<file path="config.mk">
export PLATFORM = sky130hd
export DESIGN_NAME = fetch_unit
export DESIGN_NICKNAME = d
export VERILOG_FILES = /design/src/rtl/fetch_unit.sv
export SDC_FILE = /design/constraint.sdc
export NUM_CORES = 1
export LEC_CHECK = 0
export CAP_MARGIN = 20
export CELL_PAD_IN_SITES_DETAIL_PLACEMENT = 1
export CELL_PAD_IN_SITES_GLOBAL_PLACEMENT = 1
export CORE_UTILIZATION = 44
export DETAILED_ROUTE_END_ITERATION = 7
export PLACE_DENSITY = 0.87
export SYNTH_ARGS = -nofsm -noshare
export SYNTH_HDL_FRONTEND = slang
export SYNTH_SLANG_ARGS = --single-unit
</file>
<file path="constraint.sdc">
create_clock -name clk -period 21.6 [get_ports clk]
set_input_delay 2.16 -clock clk [delete_from_list [all_inputs] [get_ports clk]]
set_output_delay 2.16 -clock clk [all_outputs]
set_load 0.1 [all_outputs]
</file>
<file path="src/rtl/fetch_unit.sv">
// fetch_unit: byte-stream instruction fetch stage.
// Holds the fetch PC, issues one-byte reads over a req/ack handshake,
// buffers returned bytes in a small prefetch FIFO and presents them
// downstream. A redirect flushes the FIFO and restarts fetch at a new PC.
//
// Handshakes:
//   memory side : mem_req is registered and, once raised, stays high with
//                 mem_addr stable until a cycle with mem_ack=1 completes it.
//                 mem_ack/mem_data are ignored while mem_req=0.
//   consumer side: bus_valid/bus_out/bus_pc come straight from FIFO
//                 registers; a byte transfers on every rising edge where
//                 bus_valid && bus_ready. bus_valid never depends on
//                 bus_ready, and bus_ready only feeds next-state logic.
module fetch_unit #(
    parameter int                    ADDR_WIDTH = 64,
    parameter int                    DEPTH      = 4,
    parameter logic [ADDR_WIDTH-1:0] RESET_PC   = '0
) (
    input  logic                  clk,
    input  logic                  reset,
    input  logic                  redirect,
    input  logic [ADDR_WIDTH-1:0] redirect_pc,
    output logic                  mem_req,
    output logic [ADDR_WIDTH-1:0] mem_addr,
    input  logic                  mem_ack,
    input  logic [7:0]            mem_data,
    output logic [7:0]            bus_out,
    output logic [ADDR_WIDTH-1:0] bus_pc,
    output logic                  bus_valid,
    input  logic                  bus_ready,
    output logic [1:0]            dbg_state
);

    localparam int PTR_W = $clog2(DEPTH);
    localparam int CNT_W = PTR_W + 1;

    // DRAIN: a request was in flight when a redirect arrived; its byte is
    // stale and must be swallowed before fetching at the new PC.
    typedef enum logic [1:0] {
        S_IDLE  = 2'd0,
        S_REQ   = 2'd1,
        S_DRAIN = 2'd2
    } state_t;

    state_t                r_state;
    logic                  r_mem_req;
    logic [ADDR_WIDTH-1:0] r_mem_addr;
    logic [ADDR_WIDTH-1:0] r_fetch_pc;

    logic [7:0]            r_fifo_byte [DEPTH];
    logic [ADDR_WIDTH-1:0] r_fifo_pc   [DEPTH];
    logic [PTR_W-1:0]      r_rd_ptr;
    logic [PTR_W-1:0]      r_wr_ptr;
    logic [CNT_W-1:0]      r_count;

    logic                  w_push;
    logic                  w_pop;
    logic [CNT_W-1:0]      w_count_next;
    logic                  w_room;
    logic [ADDR_WIDTH-1:0] w_pc_inc;

    // Push/pop decode and next occupancy; redirect overrides both.
    always_comb begin
        w_push       = 1'b0;
        w_pop        = 1'b0;
        w_count_next = r_count;
        w_room       = 1'b0;
        w_pc_inc     = r_fetch_pc + ADDR_WIDTH'(1);
        if (redirect) begin
            w_count_next = '0;
        end else begin
            w_push       = (r_state == S_REQ) && mem_ack;
            w_pop        = (r_count != '0) && bus_ready;
            w_count_next = r_count + CNT_W'(w_push) - CNT_W'(w_pop);
        end
        // A new request is only issued if its byte is guaranteed a slot.
        w_room = (w_count_next < CNT_W'(DEPTH));
    end

    // Request FSM: tracks the outstanding request and the fetch PC.
    always_ff @(posedge clk or posedge reset) begin
        if (reset) begin
            r_state    <= S_IDLE;
            r_mem_req  <= 1'b0;
            r_mem_addr <= RESET_PC;
            r_fetch_pc <= RESET_PC;
        end else begin
            case (r_state)
                S_IDLE: begin
                    if (redirect) begin
                        r_state    <= S_REQ;
                        r_mem_req  <= 1'b1;
                        r_mem_addr <= redirect_pc;
                        r_fetch_pc <= redirect_pc;
                    end else if (w_room) begin
                        r_state    <= S_REQ;
                        r_mem_req  <= 1'b1;
                        r_mem_addr <= r_fetch_pc;
                    end
                end
                S_REQ: begin
                    if (redirect) begin
                        r_fetch_pc <= redirect_pc;
                        if (mem_ack) begin
                            r_mem_addr <= redirect_pc;
                        end else begin
                            // Request cannot be withdrawn; address stays put.
                            r_state <= S_DRAIN;
                        end
                    end else if (mem_ack) begin
                        r_fetch_pc <= w_pc_inc;
                        r_mem_addr <= w_pc_inc;
                        if (!w_room) begin
                            r_state   <= S_IDLE;
                            r_mem_req <= 1'b0;
                        end
                    end
                end
                S_DRAIN: begin
                    if (redirect) begin
                        r_fetch_pc <= redirect_pc;
                        if (mem_ack) begin
                            r_state    <= S_REQ;
                            r_mem_addr <= redirect_pc;
                        end
                    end else if (mem_ack) begin
                        // FIFO was emptied by the redirect, so there is room.
                        r_state    <= S_REQ;
                        r_mem_addr <= r_fetch_pc;
                    end
                end
                default: begin
                    r_state   <= S_IDLE;
                    r_mem_req <= 1'b0;
                end
            endcase
        end
    end

    // Prefetch FIFO storage, pointers and occupancy.
    always_ff @(posedge clk or posedge reset) begin
        if (reset) begin
            for (int i = 0; i < DEPTH; i++) begin
                r_fifo_byte[i] <= '0;
                r_fifo_pc[i]   <= '0;
            end
            r_rd_ptr <= '0;
            r_wr_ptr <= '0;
            r_count  <= '0;
        end else begin
            r_count <= w_count_next;
            if (redirect) begin
                r_rd_ptr <= '0;
                r_wr_ptr <= '0;
            end else begin
                if (w_push) begin
                    r_fifo_byte[r_wr_ptr] <= mem_data;
                    r_fifo_pc[r_wr_ptr]   <= r_mem_addr;
                    r_wr_ptr              <= r_wr_ptr + PTR_W'(1);
                end
                if (w_pop) begin
                    r_rd_ptr <= r_rd_ptr + PTR_W'(1);
                end
            end
        end
    end

    assign mem_req   = r_mem_req;
    assign mem_addr  = r_mem_addr;
    assign bus_out   = r_fifo_byte[r_rd_ptr];
    assign bus_pc    = r_fifo_pc[r_rd_ptr];
    assign bus_valid = (r_count != '0);
    assign dbg_state = r_state;

endmodule

</file>
Word-level counts from Yosys, hierarchy flattened
Cells that the tools add are included.
{ "word_totals": {"inputBits": 77, "wordCells": 99, "regBits": 426} }
{ "op_classes": {"bitwise_logic": 4, "n_reduce_logical": 15, "add_sub_neg": 5, "muxes": 44, "order_cmp": 4, "n_eq_ne": 12} }
{ "op_table": {"columns": ["operator", "count"], "rows": [
  ["64-bit 2-to-1 mux", 12],
  ["256-bit bitwise mux", 1],
  ["64-bit case mux with 3 select lines", 1],
  ["64-bit binary-select mux with 2-bit select", 1],
  ["64-bit demux with 2-bit select", 1],
  ["64-bit case mux with 2 select lines", 1],
  ["64-bit by 1-bit adder with 64-bit output (second input constant)", 1],
  ["32-bit bitwise mux", 1],
  ["8-bit 2-to-1 mux", 3],
  ["2-bit 2-to-1 mux", 11],
  ["8-bit binary-select mux with 2-bit select", 1],
  ["8-bit demux with 2-bit select", 1],
  ["3-bit != test (second input constant)", 5],
  ["5-bit AND reduction", 2],
  ["2-bit != test (second input constant)", 4],
  ["1-bit 2-to-1 mux", 7],
  ["3-bit greater-or-equal comparator (second input constant)", 2],
  ["2-bit NOT with 3-bit output", 2],
  ["2-bit case mux with 3 select lines", 1],
  ["2-bit nonzero test", 3],
  ["3-bit nonzero test", 2],
  ["2-bit by 1-bit adder with 2-bit output (second input constant)", 2],
  ["4-bit AND reduction", 1],
  ["3-bit by 1-bit adder with 3-bit output", 1],
  ["14 further kinds", 17]
]} }

Longest topological paths before layout
{ "logic_depth": {"word_depth": 10, "ltp_mapped": 17} }

Least setup slack after synthesis
OpenSTA, ideal clock, no wires.
{ "synth_timing": {"path_type": "in2reg", "from": "input port mem_ack", "to": "register r_mem_addr[42] (netlist: mem_addr[42])", "stages": 16, "required_ps": 21522, "arrival_ps": 5610, "path_buffers": 5, "path_slack_ps": 15912, "setup_ps": 78, "path_cell_list": "clkbuf_1 > clkbuf_1 > clkbuf_1 > nand2_1 > ha_1 > inv_1 > ha_1 > inv_1 > fa_1 > xnor3_1 > or2_2 > o211ai_1 > clkbuf_1 > buf_1 > nor2_1 > a21oi_1"} }
{ "synth_between": {"elab_chain_cells": 7, "elab_cells_between_ends": 13} }
{ "synth_lines": {"columns": ["item", "line_no", "rtl"], "rows": [
  ["start: declaration", "25", "input logic mem_ack,"],
  ["1-bit logical AND", "72", "w_push = (r_state == S_REQ) && mem_ack;"],
  ["3-bit by 1-bit adder with 3-bit output", "74", "w_count_next = r_count + CNT_W'(w_push) - CNT_W'(w_pop);"],
  ["3-bit by 1-bit subtractor with 3-bit output", "74", null],
  ["3-bit 2-to-1 mux", "69", "if (redirect) begin"],
  ["3-bit < comparator", "77", "w_room = (w_count_next < CNT_W'(DEPTH));"],
  ["3-bit != test (no line)", null, null],
  ["4-bit AND reduction (no line)", null, null],
  ["end signal: assignment", "93", "r_mem_addr <= redirect_pc;"],
  ["end signal: assignment", "98", "r_mem_addr <= r_fetch_pc;"],
  ["end signal: assignment", "105", "r_mem_addr <= redirect_pc;"],
  ["end: declaration", "47", "logic [ADDR_WIDTH-1:0] r_mem_addr;"]
]} }
Parallel ways exist; a longest one is shown, timed or not.
A chain may end at the register's enable or synchronous reset.

Worst setup path after layout
{ "layout_timing": {"from": "input port mem_ack", "to": "register r_mem_addr[19] (netlist: mem_addr[19])"} }
The elaborated chain is that of the path after synthesis.

==> metrics <==
post-layout instance count excluding filler cells=between 2k and 3k; Post-synth EDFFs=0; Total Routing Usage GR=between 20% and 30%; slew at the pin closest to its max-slew limit=around 1.1 ns; Routed WL=~73000 um; horizontal die dimension=~230 um; total CTS buffers=47; I/O pins=roughly 220; y dimension of the die=230 um; setup ws final=15.08 ns; number of buffers on the longest clock path=3; post-CTS setup-driven buffer insertion count=0; number of global-route vias before repair=approximately 20k; final critical path time including I/O delays and setup=around 6.5 ns; number of instances in the synthesized netlist=between 2k and 2.5k; number of nets produced by synthesis=2108; Root Buffer=clkbuf_16; # nets final=2221; CP delay by family, top=buffers and inverters; clock sink count=between 400 and 500; detailed-route wire length per cell=25.7 um; area of the core=between 50000 and 60000 um2; drt drc=0; number of storage elements in the synthesis netlist=roughly 430; Buffers on Ports=~220; Synth Flop Type=dfrtp_1; setup repair after global routing missed its margin=false; Hold Fails Final Rpt=0; estimated wirelength of the detail-placed design=~47000 um; per-instance average area after synthesis=about 11 um2; count of vias placed by the detailed router=18.1k; share of flip-flops with an asynchronous set or reset=100%; Required @ worst endpoint=around 22 ns; routed via count divided by cell count=roughly 6.3; clock-pin slew on the worst setup and hold paths=~0.060 ns; Syn. warnings=0; maximum operating frequency=roughly 0.15 GHz; period utilization=between 30% and 40%; wire length of the first global-routing pass=about 120000 um; cell chain of the critical path=buf_4 > nand2_1 > ha_1 > inv_1 > ha_1 > inv_1 > fa_1 > xnor3_1 > o221a_2 > buf_4 > nand2_1 > buf_8 > a221oi_1 > o211a_1 > a311oi_1; startpoint kind of the worst setup timing path=input port; synthesis-to-finish area growth=19.4%; Post-DP Area=25400 um2; number of buffers and inverters on the critical path=5; setup TNS after final layout=0 ns; delay of the slowest critical-path stage=between 0.7 and 0.8 ns; layout cells sized above 1=between 20% and 30%; initial core utilization=about 44%; path type of the worst min-delay path=register to register; hold buffers post-CTS=0; Clock Skew=around 0.025 ns; Overflow after GRT=0; element type at the critical path end=register; highest net fanout along the worst path=69; sequential element share of the synthesized area=a little under half; Iter 0 DRT Violations=1284; first-pass iteration count of the detailed router=5; Post-Layout Inst Area=around 27000 um2; Antenna Violating Nets Remaining=0; Critical Setup Path Class=input port to register; Site Rows=83; pin count of the biggest net entering global routing=around 140; dpl ws=around 14 ns; overall die area=roughly 53000 um2; number of unique standard cell types used by synthesis=between 70 and 80; library cell contributing the largest single delay on the critical path=buf_4; arrival time at the worst endpoint=6.95 ns; number of levels the H-tree was split into=2; cell area after synthesis=~23000 um2; worst relative slew slack=24.9%; final-report max-slew violation count=0; count of max-cap constraint violations=0; antenna violations before repair=4; clock tree from TritonCTS=yes; Skew-Pair Late Insertion Delay=~0.61 ns; post-cts sizing count=0; final weighted congestion in routability-driven placement=between 0.8 and 0.9; outcome=completed; number of instances in the placed design=about 2.8k; total setup violations reported at the end of the flow=0
-- worst paths after layout --
| check | endpoint | slack (ns) | start | depth (start not counted) |
|---|---|---|---|---|
| max | mem_addr[19] | 15.08 | mem_ack | 15 |
| min reg2reg | r_fifo_pc[152] | 0.50 | r_fifo_pc[152] | 1 |
| min in group asynchronous | r_fifo_pc[41] | 1.87 | reset | 2 |
| min | r_fifo_pc[152] | 0.50 | r_fifo_pc[152] | 1 |
| max in group asynchronous | mem_addr[28] | 17.77 | reset | 4 |
| max reg2reg | mem_addr[19] | 16.15 | dbg_state[1] | 16 |
-- worst reg2reg max path: cells and delay by family, from the launching register on --
kind | cells | cell delay, ns
buf+inv | 5 | 1.17
compound gates | 4 | 0.73
fa+ha+maj | 4 | 1.63
simple gates | 2 | 0.97
xor+xnor | 1 | 0.31
flops | 1 | 0.48
-- logic make-up (layout without fill, tap and decap cells) --
family,count (synthesis),after routing,share of synthesized area (%)
compound gates,453,453,12.8
other cells,0,2,0
buf+inv,210,361,3.52
fa+ha+maj,12,12,0.692
mux,459,459,25.9
xor+xnor,24,24,0.983
simple gates,435,435,9.37
flops,426,426,46.8
-- registers in the layout (all words and copies together), names as in the netlist --
| signal | cells |
|---|---|
| dbg_state | 2 |
| r_fetch_pc | 64 |
| mem_addr | 64 |
| r_fifo_pc | 256 |
| r_rd_ptr | 2 |
| r_count | 3 |
| r_wr_ptr | 2 |
| r_fifo_byte | 32 |
| mem_req | 1 |
-- metal layers --
| metal | vias up | GRT usage [%] | wire length, um |
|---|---|---|---|
| li1 | 7814 | - | - |
| met1 | 9536 | 36.7 | 30400 |
| met2 | 579 | 47.3 | 36600 |
| met3 | 154 | 5.02 | 4180 |
| met4 | 2 | 9.88 | 2210 |
| met5 | - | 0 | 11 |
-- final cells by class --
type,count,area [um2]
diodes,2,5.00
clock buffers,65,1360
clock inverters,22,349
fillers,5262,24000
inverters,27,109
multi-input cells,1383,11400
flip-flops and latches,426,10700
well taps,680,851
repair buffers,247,2460
-- through the flow --
step	util (%)	hold WS (ns)
2_1_floorplan	-	0.474
3_3_place_gp	49.6	0.481
3_5_place_dp	49.6	0.488
4_1_cts	52.9	0.501
5_1_grt	53.1	0.513
6_report	53.1	0.499
-- cell usage after synthesis, types with 3 or more instances --
library cell    n  area (um2)
dfrtp_1       426       10700
mux2_2        320        3600
clkbuf_1      153         574
a21oi_1       130         651
nand2_1       121         454
nor2_1        117         439
o21ai_0       110         551
mux4_2         72        1620
mux2i_1        67         671
nand3_1        58         290
o22ai_1        28         175
nand4_1        27         169
inv_1          26        97.6
a2bb2oi_1      23         201
nor4_1         21         131
a31oi_1        20         125
buf_1          19        71.3
nor3_1         19        95.1
a22oi_1        17         128
a311oi_1       17         149
xnor2_1        17         149
a221o_1        16         160
and3_1         14        87.6
buf_2          11        55.1
ha_1           11         138
o221ai_1       11        96.3
a211oi_1       10        75.1
a221oi_1       10        87.6
o211ai_1       10        75.1
and2_1          9        56.3
and4_1          9        78.8
o22a_1          9        78.8
o21a_1          8        60.1
nor2b_1         6        37.5
or3_1           6        37.5
or4_1           6        45.0
xor2_1          6        52.6
a41oi_1         5        43.8
nand2b_1        4        25.0
o31ai_1         4        30.0
or2_2           4        25.0
a32oi_1         3        26.3
or4_4           3        33.8
-- layout by cell type (no fill, tap or decap), types with 10 or more instances in the layout --
| master | count |
|---|---|
| dfrtp_1 | 424 |
| nor2_1 | 116 |
| nand2_1 | 120 |
| nor4_1 | 21 |
| a2bb2oi_1 | 23 |
| o211ai_1 | 10 |
| a21oi_1 | 128 |
| clkbuf_8 | 12 |
| and3_1 | 14 |
| mux4_2 | 72 |
| ha_1 | 11 |
| a22oi_1 | 17 |
| nand3_1 | 54 |
| a221o_1 | 16 |
| clkdlybuf4s50_1 | 214 |
| inv_1 | 24 |
| a211oi_1 | 10 |
| o221ai_1 | 11 |
| o22ai_1 | 28 |
| nor3_1 | 18 |
| o21ai_0 | 110 |
| a31oi_1 | 20 |
| nand4_1 | 27 |
| clkbuf_16 | 47 |
| xnor2_1 | 17 |
| a311oi_1 | 17 |
| mux2i_1 | 67 |
| buf_4 | 29 |
| mux2_2 | 320 |
| a221oi_1 | 10 |
Power is left out: the tool's default activity adds up to more than one toggle a clock period on the data nets, which glitch-free logic cannot reach.
